$ cat src/rtl/score_pkg.sv
// Shared encodings and helpers for the combo scoring engine.
// Optional feature macro used by the engine: SCORE_JUDGE_STATS_EN.
package score_pkg;

    typedef enum logic [1:0] {
        ST_IDLE        = 2'd0,
        ST_SONG_SELECT = 2'd1,
        ST_GAME_PLAY   = 2'd2,
        ST_GAME_OVER   = 2'd3
    } game_state_e;

    typedef enum logic [1:0] {
        GR_MISS    = 2'd0,
        GR_GOOD    = 2'd1,
        GR_GREAT   = 2'd2,
        GR_PERFECT = 2'd3
    } grade_e;

    localparam int unsigned DEF_PTS_PERFECT = 10;
    localparam int unsigned DEF_PTS_GREAT   = 8;
    localparam int unsigned DEF_PTS_GOOD    = 5;

    // Multiplier from the current combo: 1 with no combo, then one tier step
    // every 2**tier_shift hits starting at 2, clamped to max_mult.
    function automatic logic [4:0] calc_mult(input logic [31:0]   combo,
                                             input int unsigned   tier_shift,
                                             input int unsigned   max_mult);
        logic [31:0] t;
        if (combo == 32'd0) begin
            t = 32'd1;
        end else begin
            t = ((combo - 32'd1) >> tier_shift) + 32'd2;
            if (t > 32'(max_mult)) begin
                t = 32'(max_mult);
            end
        end
        return t[4:0];
    endfunction

endpackage

$ cat src/rtl/score_combo_engine_if.sv
// Judgement inputs and score outputs of the combo scoring engine.
// Optional feature macro: SCORE_JUDGE_STATS_EN adds per-grade counters.
interface score_combo_engine_if #(
    parameter int unsigned LANES   = 4,
    parameter int unsigned SCORE_W = 20,
    parameter int unsigned COMBO_W = 8
);
    logic [1:0]         current_state;
    logic [LANES-1:0]   hit_valid;
    logic [2*LANES-1:0] hit_grade;
    logic [SCORE_W-1:0] score;
    logic [COMBO_W-1:0] combo;
    logic [COMBO_W-1:0] max_combo;
    logic [4:0]         multiplier;
    logic               score_sat;
`ifdef SCORE_JUDGE_STATS_EN
    logic [COMBO_W-1:0] perfect_cnt;
    logic [COMBO_W-1:0] great_cnt;
    logic [COMBO_W-1:0] good_cnt;
    logic [COMBO_W-1:0] miss_cnt;

    modport master (
        output current_state, hit_valid, hit_grade,
        input  score, combo, max_combo, multiplier, score_sat,
        input  perfect_cnt, great_cnt, good_cnt, miss_cnt
    );
    modport slave (
        input  current_state, hit_valid, hit_grade,
        output score, combo, max_combo, multiplier, score_sat,
        output perfect_cnt, great_cnt, good_cnt, miss_cnt
    );
`else
    modport master (
        output current_state, hit_valid, hit_grade,
        input  score, combo, max_combo, multiplier, score_sat
    );
    modport slave (
        input  current_state, hit_valid, hit_grade,
        output score, combo, max_combo, multiplier, score_sat
    );
`endif
endinterface

$ cat src/rtl/score_lane_sum.sv
// Stage-1 reduction over all lanes: base points, hit count, miss flag.
// Optional feature macro: SCORE_JUDGE_STATS_EN exposes per-grade lane counts.
module score_lane_sum
    import score_pkg::*;
#(
    parameter int unsigned LANES       = 4,
    parameter int unsigned PTS_PERFECT = DEF_PTS_PERFECT,
    parameter int unsigned PTS_GREAT   = DEF_PTS_GREAT,
    parameter int unsigned PTS_GOOD    = DEF_PTS_GOOD,
    parameter int unsigned PTS_W       = 6,
    parameter int unsigned CNT_W       = 3
) (
    input  logic [LANES-1:0]   hit_valid_i,
    input  logic [2*LANES-1:0] hit_grade_i,
    output logic [PTS_W-1:0]   pts_sum_o,
    output logic [CNT_W-1:0]   hit_cnt_o,
    output logic               miss_o,
    output logic               any_vld_o
`ifdef SCORE_JUDGE_STATS_EN
    ,
    output logic [CNT_W-1:0]   perfect_cnt_o,
    output logic [CNT_W-1:0]   great_cnt_o,
    output logic [CNT_W-1:0]   good_cnt_o,
    output logic [CNT_W-1:0]   miss_cnt_o
`endif
);

    logic [CNT_W-1:0] n_perfect, n_great, n_good, n_miss;
    grade_e           g;

    // Per-grade lane counts and point total; grades on invalid lanes are ignored.
    always_comb begin
        pts_sum_o = '0;
        n_perfect = '0;
        n_great   = '0;
        n_good    = '0;
        n_miss    = '0;
        g         = GR_MISS;
        for (int unsigned i = 0; i < LANES; i++) begin
            g = grade_e'(hit_grade_i[2*i +: 2]);
            if (hit_valid_i[i]) begin
                case (g)
                    GR_PERFECT: begin
                        pts_sum_o = pts_sum_o + PTS_W'(PTS_PERFECT);
                        n_perfect = n_perfect + CNT_W'(1);
                    end
                    GR_GREAT: begin
                        pts_sum_o = pts_sum_o + PTS_W'(PTS_GREAT);
                        n_great   = n_great + CNT_W'(1);
                    end
                    GR_GOOD: begin
                        pts_sum_o = pts_sum_o + PTS_W'(PTS_GOOD);
                        n_good    = n_good + CNT_W'(1);
                    end
                    default: n_miss = n_miss + CNT_W'(1);
                endcase
            end
        end
    end

    assign hit_cnt_o = n_perfect + n_great + n_good;
    assign miss_o    = |n_miss;
    assign any_vld_o = |hit_valid_i;

`ifdef SCORE_JUDGE_STATS_EN
    assign perfect_cnt_o = n_perfect;
    assign great_cnt_o   = n_great;
    assign good_cnt_o    = n_good;
    assign miss_cnt_o    = n_miss;
`endif

endmodule

$ cat src/rtl/score_combo_engine.sv
// Two-stage multi-lane scoring engine: stage 1 registers the lane reduction,
// stage 2 accumulates saturating score, combo and max combo.
// Optional feature macro: SCORE_JUDGE_STATS_EN adds per-grade judgement counters.
module score_combo_engine
    import score_pkg::*;
#(
    parameter int unsigned LANES       = 4,
    parameter int unsigned SCORE_W     = 20,
    parameter int unsigned COMBO_W     = 8,
    parameter int unsigned TIER_SHIFT  = 4,
    parameter int unsigned MAX_MULT    = 17,
    parameter int unsigned PTS_PERFECT = DEF_PTS_PERFECT,
    parameter int unsigned PTS_GREAT   = DEF_PTS_GREAT,
    parameter int unsigned PTS_GOOD    = DEF_PTS_GOOD
) (
    input  logic                 clk,
    input  logic                 rst,
    score_combo_engine_if.slave  bus
);

    localparam int unsigned PTS_W = $clog2(LANES * PTS_PERFECT + 1);
    localparam int unsigned CNT_W = $clog2(LANES + 1);
    localparam int unsigned AW    = SCORE_W + 6;

    game_state_e        state;
    logic [PTS_W-1:0]   pts_sum;
    logic [CNT_W-1:0]   hit_cnt;
    logic               miss, any_vld;

    logic               s1_vld_q, s1_vld_d;
    logic [PTS_W-1:0]   s1_pts_q, s1_pts_d;
    logic [CNT_W-1:0]   s1_hits_q, s1_hits_d;
    logic               s1_miss_q, s1_miss_d;
    logic [SCORE_W-1:0] score_q, score_d;
    logic [COMBO_W-1:0] combo_q, combo_d;
    logic [COMBO_W-1:0] max_q, max_d;
    logic               sat_q, sat_d;
    logic [4:0]         mult;
    logic [AW-1:0]      prod, ssum;

`ifdef SCORE_JUDGE_STATS_EN
    // Index by grade encoding: 0 miss, 1 good, 2 great, 3 perfect.
    logic [3:0][CNT_W-1:0]   gcnt;
    logic [3:0][CNT_W-1:0]   s1_gcnt_q, s1_gcnt_d;
    logic [3:0][COMBO_W-1:0] stat_q, stat_d;
`endif

    function automatic logic [COMBO_W-1:0] sat_add(input logic [COMBO_W-1:0] a,
                                                   input logic [CNT_W-1:0]   b);
        logic [COMBO_W:0] s;
        s = {1'b0, a} + (COMBO_W+1)'(b);
        return s[COMBO_W] ? '1 : s[COMBO_W-1:0];
    endfunction

    assign state = game_state_e'(bus.current_state);

    score_lane_sum #(
        .LANES       (LANES),
        .PTS_PERFECT (PTS_PERFECT),
        .PTS_GREAT   (PTS_GREAT),
        .PTS_GOOD    (PTS_GOOD),
        .PTS_W       (PTS_W),
        .CNT_W       (CNT_W)
    ) u_lane_sum (
        .hit_valid_i   (bus.hit_valid),
        .hit_grade_i   (bus.hit_grade),
        .pts_sum_o     (pts_sum),
        .hit_cnt_o     (hit_cnt),
        .miss_o        (miss),
        .any_vld_o     (any_vld)
`ifdef SCORE_JUDGE_STATS_EN
        ,
        .perfect_cnt_o (gcnt[3]),
        .great_cnt_o   (gcnt[2]),
        .good_cnt_o    (gcnt[1]),
        .miss_cnt_o    (gcnt[0])
`endif
    );

    // Multiplier reflects the committed combo, so a commit uses the pre-update tier.
    assign mult = calc_mult(32'(combo_q), TIER_SHIFT, MAX_MULT);
    assign prod = AW'(s1_pts_q) * AW'(mult);
    assign ssum = AW'(score_q) + prod;

    // Next state: song select clears everything; otherwise commit stage 2, then refill stage 1.
    always_comb begin
        s1_vld_d  = s1_vld_q;
        s1_pts_d  = s1_pts_q;
        s1_hits_d = s1_hits_q;
        s1_miss_d = s1_miss_q;
        score_d   = score_q;
        combo_d   = combo_q;
        max_d     = max_q;
        sat_d     = sat_q;
`ifdef SCORE_JUDGE_STATS_EN
        s1_gcnt_d = s1_gcnt_q;
        stat_d    = stat_q;
`endif
        if (state == ST_SONG_SELECT) begin
            s1_vld_d = 1'b0;
            score_d  = '0;
            combo_d  = '0;
            max_d    = '0;
            sat_d    = 1'b0;
`ifdef SCORE_JUDGE_STATS_EN
            stat_d   = '0;
`endif
        end else begin
            if (s1_vld_q) begin
                if (|ssum[AW-1:SCORE_W]) begin
                    score_d = '1;
                    sat_d   = 1'b1;
                end else begin
                    score_d = ssum[SCORE_W-1:0];
                end
                combo_d = s1_miss_q ? '0 : sat_add(combo_q, s1_hits_q);
                if (combo_d > max_q) begin
                    max_d = combo_d;
                end
`ifdef SCORE_JUDGE_STATS_EN
                for (int unsigned k = 0; k < 4; k++) begin
                    stat_d[k] = sat_add(stat_q[k], s1_gcnt_q[k]);
                end
`endif
            end
            s1_vld_d = 1'b0;
            if (state == ST_GAME_PLAY) begin
                s1_vld_d  = any_vld;
                s1_pts_d  = pts_sum;
                s1_hits_d = hit_cnt;
                s1_miss_d = miss;
`ifdef SCORE_JUDGE_STATS_EN
                s1_gcnt_d = gcnt;
`endif
            end
        end
    end

    // State registers with synchronous active-low reset.
    always_ff @(posedge clk) begin
        if (!rst) begin
            s1_vld_q  <= 1'b0;
            s1_pts_q  <= '0;
            s1_hits_q <= '0;
            s1_miss_q <= 1'b0;
            score_q   <= '0;
            combo_q   <= '0;
            max_q     <= '0;
            sat_q     <= 1'b0;
`ifdef SCORE_JUDGE_STATS_EN
            s1_gcnt_q <= '0;
            stat_q    <= '0;
`endif
        end else begin
            s1_vld_q  <= s1_vld_d;
            s1_pts_q  <= s1_pts_d;
            s1_hits_q <= s1_hits_d;
            s1_miss_q <= s1_miss_d;
            score_q   <= score_d;
            combo_q   <= combo_d;
            max_q     <= max_d;
            sat_q     <= sat_d;
`ifdef SCORE_JUDGE_STATS_EN
            s1_gcnt_q <= s1_gcnt_d;
            stat_q    <= stat_d;
`endif
        end
    end

    assign bus.score      = score_q;
    assign bus.combo      = combo_q;
    assign bus.max_combo  = max_q;
    assign bus.multiplier = mult;
    assign bus.score_sat  = sat_q;
`ifdef SCORE_JUDGE_STATS_EN
    assign bus.perfect_cnt = stat_q[3];
    assign bus.great_cnt   = stat_q[2];
    assign bus.good_cnt    = stat_q[1];
    assign bus.miss_cnt    = stat_q[0];
`endif

endmodule

$ cat src/flat_wrapper.sv
// flat-port wrapper written by rule: the top's interface ports become plain ports
module score_combo_engine_flat import score_pkg::*;
#(
    parameter int unsigned LANES       = 4,
    parameter int unsigned SCORE_W     = 20,
    parameter int unsigned COMBO_W     = 8,
    parameter int unsigned TIER_SHIFT  = 4,
    parameter int unsigned MAX_MULT    = 17,
    parameter int unsigned PTS_PERFECT = DEF_PTS_PERFECT,
    parameter int unsigned PTS_GREAT   = DEF_PTS_GREAT,
    parameter int unsigned PTS_GOOD    = DEF_PTS_GOOD
)
  (clk, rst, bus_current_state, bus_hit_valid, bus_hit_grade, bus_score, bus_combo, bus_max_combo, bus_multiplier, bus_score_sat);
  score_combo_engine_if #(.LANES(LANES), .SCORE_W(SCORE_W), .COMBO_W(COMBO_W)) bus_i ();
  input  logic clk;
  input  logic rst;
  input wire logic [$bits(bus_i.current_state)-1:0] bus_current_state;
  input wire logic [$bits(bus_i.hit_valid)-1:0] bus_hit_valid;
  input wire logic [$bits(bus_i.hit_grade)-1:0] bus_hit_grade;
  output wire logic [$bits(bus_i.score)-1:0] bus_score;
  output wire logic [$bits(bus_i.combo)-1:0] bus_combo;
  output wire logic [$bits(bus_i.max_combo)-1:0] bus_max_combo;
  output wire logic [$bits(bus_i.multiplier)-1:0] bus_multiplier;
  output wire logic [$bits(bus_i.score_sat)-1:0] bus_score_sat;
  assign bus_i.current_state = bus_current_state;
  assign bus_i.hit_valid = bus_hit_valid;
  assign bus_i.hit_grade = bus_hit_grade;
  assign bus_score = bus_i.score;
  assign bus_combo = bus_i.combo;
  assign bus_max_combo = bus_i.max_combo;
  assign bus_multiplier = bus_i.multiplier;
  assign bus_score_sat = bus_i.score_sat;
  score_combo_engine #(.LANES(LANES), .SCORE_W(SCORE_W), .COMBO_W(COMBO_W), .TIER_SHIFT(TIER_SHIFT), .MAX_MULT(MAX_MULT), .PTS_PERFECT(PTS_PERFECT), .PTS_GREAT(PTS_GREAT), .PTS_GOOD(PTS_GOOD)) u_core (.clk(clk), .rst(rst), .bus(bus_i));
endmodule
$ cat config.mk
export PLATFORM = sky130hd
export DESIGN_NAME = score_combo_engine_flat
export DESIGN_NICKNAME = d
export VERILOG_FILES = /design/src/rtl/score_pkg.sv /design/src/rtl/score_combo_engine_if.sv /design/src/rtl/score_lane_sum.sv /design/src/rtl/score_combo_engine.sv /design/src/flat_wrapper.sv
export SDC_FILE = /design/constraint.sdc
export NUM_CORES = 1
export LEC_CHECK = 0
export ABC_AREA = 1
export BUFFER_PORTS_ARGS = -buffer_cell sky130_fd_sc_hd__buf_2
export CAP_MARGIN = 20
export CORE_MARGIN = 4
export CORE_UTILIZATION = 40
export DETAILED_ROUTE_END_ITERATION = 7
export PLACE_DENSITY = 0.58
export SYNTH_ARGS = -nofsm -noshare
export SYNTH_HDL_FRONTEND = slang
export SYNTH_SLANG_ARGS = --single-unit
$ cat constraint.sdc
create_clock -name clk -period 5.2 [get_ports clk]
set_clock_uncertainty 0.05 [all_clocks]
set_input_delay 0.52 -clock clk [delete_from_list [all_inputs] [get_ports clk]]
set_output_delay 0.52 -clock clk [all_outputs]
set_load 0.05 [all_outputs]
==> results_dict.tcl, run 1 <==
set metrics [dict create \
    status "finished with violations" \
    violations "setup timing" \
    avgSynthCellArea_um2 6.87 \
    fillers 1183 \
    syn-num-nets 843 \
    grt_pass1_wl_mm 22.8 \
    syn2layout_area_growth_pct 30.3 \
    grt_start_max_net_pins 29 \
    cts_buffers 5 \
    first_pass_iters 5 \
    tightest_slew_ns 1.01 \
    h-tree-depth 2 \
    clk_path_buf_depth 2 \
    antenna_cells 0 \
    grt_use_total 0.189 \
    start_util 0.416 \
    drtIter0Drc 261 \
    clk_latency_ns 0.29 \
    vias 5104 \
    hp-class "reg2reg" \
    cts-root-buf "clkbuf_16" \
    worst_slack_ns -0.514 \
    ys_ff_latch 48 \
    syn_inst 742 \
    cts.sinks 48 \
    wl_per_cell_um 13.3 \
    finalHoldViolCount 0 \
    synth_area_leaders "dfxtp_1, ha_1, inv_1, nand2_1, fa_1" \
    crit_path_frequent_cell "buf_4" \
    hpwl_mm 10.9 \
    yosys_warnings 0 \
    ctsHoldBuffers 0 \
    max_stage_delay_ns 0.54 \
    fin_util 0.542 \
    holdPathStages 1 \
    fin_nets 967 \
    fin_crit_sh 1.10 \
    die_area_mm2 0.0146 \
    wl_met1_mm 6.26 \
    reg2reg_depth 37 \
    worstSetupPathType "reg2reg" \
    timing.hold.ws_ns 0.421 \
    synth_edf_count 0 \
    ys.flop_type "dfxtp_1" \
    top_layer "met4" \
    antenna_found_initial 0 \
    die_h_um 121 \
    startpoint_type "flip-flop" \
    route.detailed.drc 0 \
    portBuffers 57 \
    synth_area_mm2 0.00510 \
    final_cell_mix "inv_1, nand2_1, buf_4" \
    final.min_clock_period_ns 5.71 \
    num_io_pins 58 \
    routed_wl_mm 13.8 \
    p_per_area_mw_per_mm2 186 \
    core_area_mm2 0.0123 \
    critPathCaptureType "flip-flop" \
    cp.required_ns 5.34 \
    relSlewSlack 0.324 \
    worstPathArrival_ns 5.85 \
    setup_viol 21 \
    cap_violations 0 \
    critPathMaxFanout 4 \
    wl_met3_um 486 \
    p_leak_uw 0.00340 \
    routed-wl-met2_mm 6.82 \
    antenna_left 0 \
    rows 40 \
    critical-path-slowest-cell "fa_1" \
    yosysSeqAreaShare 0.188 \
    via_per_inst 4.93 \
    grt_setup_unrepaired "yes" \
    ir_drop_uv 131 \
    final_common_cell "inv_1" \
    clk_pin_slew_ns 0.07 \
    max_clock_freq_mhz 175 \
    yosys.cell_types.count 44 \
    first_global_vias 4839 \
    yosys.area.top_type_share 0.188 \
    synth-async-reset-ratio 0 \
    drive_gt1_frac 0.272 \
    slew_violations 0 \
    cts_tree "built" \
    die_w_um 121 \
    grt-ovfl-total 0 \
    synth_top_area_cell "dfxtp_1" \
    routabilityCongestion 0.850 \
]
[final timing paths]
kind	from	slack (ns)	endpoint
max reg2reg	u_core.bus.combo[0]$_SDFFE_PP0P_	-0.51	u_core.bus.score[15]$_SDFFE_PP0P_
min reg2reg	u_core.bus.score_sat$_SDFFE_PP0P_	0.42	u_core.bus.score_sat$_SDFFE_PP0P_
min	u_core.bus.score_sat$_SDFFE_PP0P_	0.42	u_core.bus.score_sat$_SDFFE_PP0P_
max	u_core.bus.combo[0]$_SDFFE_PP0P_	-0.51	u_core.bus.score[15]$_SDFFE_PP0P_
[synth_stat cells, types with 4 or more instances]
cell type and count:
dfxtp_1 48, nor3_1 9, nand2_1 133, xor2_1 23, o21ai_1 6, nand2_2 10
nor2_1 77, fa_1 24, nand3_1 31, a21oi_1 56, ha_1 61, clkbuf_1 7
o21ai_0 42, inv_2 10, inv_1 136, a31oi_1 7, xnor2_1 6, a221oi_1 4
a211oi_1 7
[cell type report]
class                   instances  area, um^2  share of cell area
flip-flops and latches         48         983               0.148
repair buffers                125         800               0.120
well taps                     168         210              0.0316
clock inverters                 2        12.5             0.00188
multi-input cells             537        3940               0.592
clock buffers                   6         129              0.0194
inverters                     149         574              0.0864
[layer usage]
layer / track usage / vias to the layer above
met4: 0.0460 / 0
li1: - / 2637
met3: 0.0210 / 15
met1: 0.244 / 2344
met5: 0 / -
met2: 0.335 / 108
[critical path: cells and delay by family, from the launching register on]
family                     cells  cell delay [ns]
DFF                            1             0.35
AOI/OAI and AO/OA              6             0.79
adders and majority gates      5             2.12
and+or+nand+nor               16             1.32
buffers and inverters         10             1.00
[state kept, by name, indices dropped and copies added (netlist names)]
signal,count
u_core.bus.score,20
u_core.bus.combo,8
u_core.bus.max_combo,8
u_core.s1_pts_q,6
u_core.s1_hits_q,3
u_core.bus.score_sat,1
u_core.s1_miss_q,1
u_core.s1_vld_q,1
[report_power, final]
part	switching, uW	leakage [uW]	internal (uW)
clock	144	0.0000669	178
combinational	306	0.00294	211
sequential	15.8	0.000395	381
[logic make-up after synthesis]
| group | synth area share |
|---|---|
| adders and majority gates | 0.244 |
| AOI/OAI and AO/OA | 0.158 |
| buffers and inverters | 0.116 |
| and+or+nand+nor | 0.232 |
| muxes | 0.00589 |
| xor gates and xnor gates | 0.0562 |
| DFF | 0.188 |
[through the flow]
stage / total power, uW / cell area, um^2 / TNS [ns] / setup slack [ns] / instances
global placement: 838 / 6100 / -4.60 / -0.367 / 1006
floorplan: 710 / 5280 / -4.03 / -0.460 / 742
global route: 1320 / 6650 / -13.71 / -0.814 / 1035
finish: 1240 / 6650 / -7.72 / -0.514 / 1035
CTS: 1190 / 6360 / -5.87 / -0.436 / 1025
detailed placement: 850 / 6100 / -6.55 / -0.505 / 1006
[repair_timing]
action	4_1_cts	5_1_grt
endpoints found under the hold margin	0	0
buffers inserted	11	10
setup endpoints to repair	21	21
pin swaps	16	33
gates resized for setup	9	51
No activity file was read; power rests on OpenSTA's default activity.
==> run 2: changes to the inputs <==
--- a/config.mk
+++ b/config.mk
@@ -11,6 +11,7 @@
 export CORE_MARGIN = 4
 export CORE_UTILIZATION = 40
 export DETAILED_ROUTE_END_ITERATION = 7
+export MAX_ROUTING_LAYER = met4
 export PLACE_DENSITY = 0.58
 export SYNTH_ARGS = -nofsm -noshare
 export SYNTH_HDL_FRONTEND = slang
==> results_dict.tcl, run 2 (synthesis gave the netlist of run 1 again) <==
set metrics [dict create \
    final.min_clock_period_ns 5.63 \
    antenna_found_initial 0 \
    drive_gt1_frac 0.316 \
    worst_slack_ns -0.428 \
    setup_viol 21 \
    die_w_um 121 \
    grt_use_total 0.205 \
    antenna_cells 0 \
    p_per_area_mw_per_mm2 186 \
    rows 40 \
    cts-root-buf "clkbuf_16" \
    fillers 1130 \
    wl_per_cell_um 14.0 \
    worstSetupPathType "reg2reg" \
    cp.required_ns 5.35 \
    fin_nets 979 \
    syn2layout_area_growth_pct 38.2 \
    tightest_slew_ns 0.996 \
    routed_wl_mm 14.6 \
    start_util 0.416 \
    die_h_um 121 \
    die_area_mm2 0.0146 \
    final_cell_mix "inv_1, nand2_1, buf_4" \
    max_clock_freq_mhz 178 \
    cts.sinks 48 \
    critical-path-slowest-cell "fa_1" \
    via_per_inst 4.93 \
    h-tree-depth 2 \
    fin_crit_sh 1.08 \
    pwr-share-seq 0.303 \
    startpoint_type "flip-flop" \
    max_stage_delay_ns 0.55 \
    violations "setup timing" \
    first_global_vias 5231 \
    largest_reg_flops 20 \
    first_pass_iters 4 \
    grt_start_max_net_pins 29 \
    p_leak_uw 0.00356 \
    fin_util 0.575 \
    finalHoldViolCount 0 \
    p_clk_frac 0.261 \
    worstPathArrival_ns 5.78 \
    switching_share 0.382 \
    cts_buffers 5 \
    core_area_mm2 0.0123 \
    hpwl_mm 10.9 \
    layout.cells.non_filler 1047 \
    antenna_left 0 \
    grt-ovfl-total 0 \
    comb_power_share 0.436 \
    portBuffers 57 \
    vias 5162 \
    cts_tree "built" \
    grt_pass1_wl_mm 24.0 \
    cap_violations 0 \
    finalPower_uw 1310 \
    place_inst 1006 \
    slew_violations 0 \
    critPathMaxFanout 4 \
    drtIter0Drc 165 \
    clk_path_buf_depth 2 \
    num_io_pins 58 \
    routabilityCongestion 0.869 \
    switchingPower_uw 500 \
    route.detailed.drc 0 \
    ir_drop_uv 135 \
    hp-class "reg2reg" \
    relSlewSlack 0.335 \
    internal-power_uw 810 \
    critPathCaptureType "flip-flop" \
    final_common_cell "inv_1" \
    grt_setup_unrepaired "yes" \
    clk_pin_slew_ns 0.07 \
    clk_latency_ns 0.29 \
    tns_ns -6.16 \
    status "finished with violations" \
]
## run 2: cell types whose count changed in the layout (fill, tap and decap cells not counted), sizes merged
| cell | change |
|---|---|
| clkinvlp | -1 |
| clkinv | +1 |
| clkbuf | +1 |
| inv | -1 |
| buf | +12 |
## run 2: through the flow
step	cell area, um^2	hold slack [ns]	setup slack [ns]
3_5_place_dp	6100	0.406	-0.501
3_3_place_gp	6100	0.398	-0.371
5_1_grt	7050	0.438	-0.685
4_1_cts	6680	0.410	-0.375
2_1_floorplan	5280	0.415	-0.460
6_report	7050	0.416	-0.428
## run 2: worst paths after layout
path / slack (ns) / cells past startpoint / from / end
min: 0.42 / 1 / u_core.bus.score_sat$_SDFFE_PP0P_ / u_core.bus.score_sat$_SDFFE_PP0P_
max: -0.43 / 36 / u_core.bus.combo[3]$_SDFFE_PP0P_ / u_core.bus.score[19]$_SDFFE_PP0P_
max reg2reg: -0.43 / 36 / u_core.bus.combo[3]$_SDFFE_PP0P_ / u_core.bus.score[19]$_SDFFE_PP0P_
min reg2reg: 0.42 / 1 / u_core.bus.score_sat$_SDFFE_PP0P_ / u_core.bus.score_sat$_SDFFE_PP0P_
## run 2: what timing repair did
action | CTS | global route
pin swaps | 21 | 34
buffers inserted | 29 | 9
resized for setup | 49 | 75
gates cloned | 0 | 0
setup endpoints to repair | 21 | 21
hold buffers | 0 | 0
## run 2: final cells by class
type,instances,area [um^2],area share
timing repair buffer,137,962,0.136
tap,168,210,0.0298
clock buffer,7,143,0.0202
sequential,48,983,0.139
inverter,149,579,0.0822
clock inverter,1,8.76,0.00124
multi-input combinational,537,4170,0.591
## run 2: critical path, delay by kind of cell (launching register included)
kind                       cells  cell delay (ns)
and+or+nand+nor               18             1.65
buffers and inverters          7             0.46
adders and majority gates      6             2.18
AOI/OAI and AO/OA              5             0.86
DFF                            1             0.35
## run 2: per-layer routing
metal  wire [um]  global-route usage  up-vias
met1        6500               0.245     2390
li1            -                   -     2656
met5           0                   -        -
met3         417              0.0228       29
met4         437              0.0758        0
met2        7280               0.355       87
## run 2: power groups by stage
stage / clock network, uW / logic, uW / registers (uW)
after floorplan: 0 / 279 / 430
after global placement: 0 / 434 / 404
after detailed placement: 0 / 443 / 404
after CTS: 349 / 490 / 396
after global routing: 363 / 631 / 398
final: 342 / 572 / 397
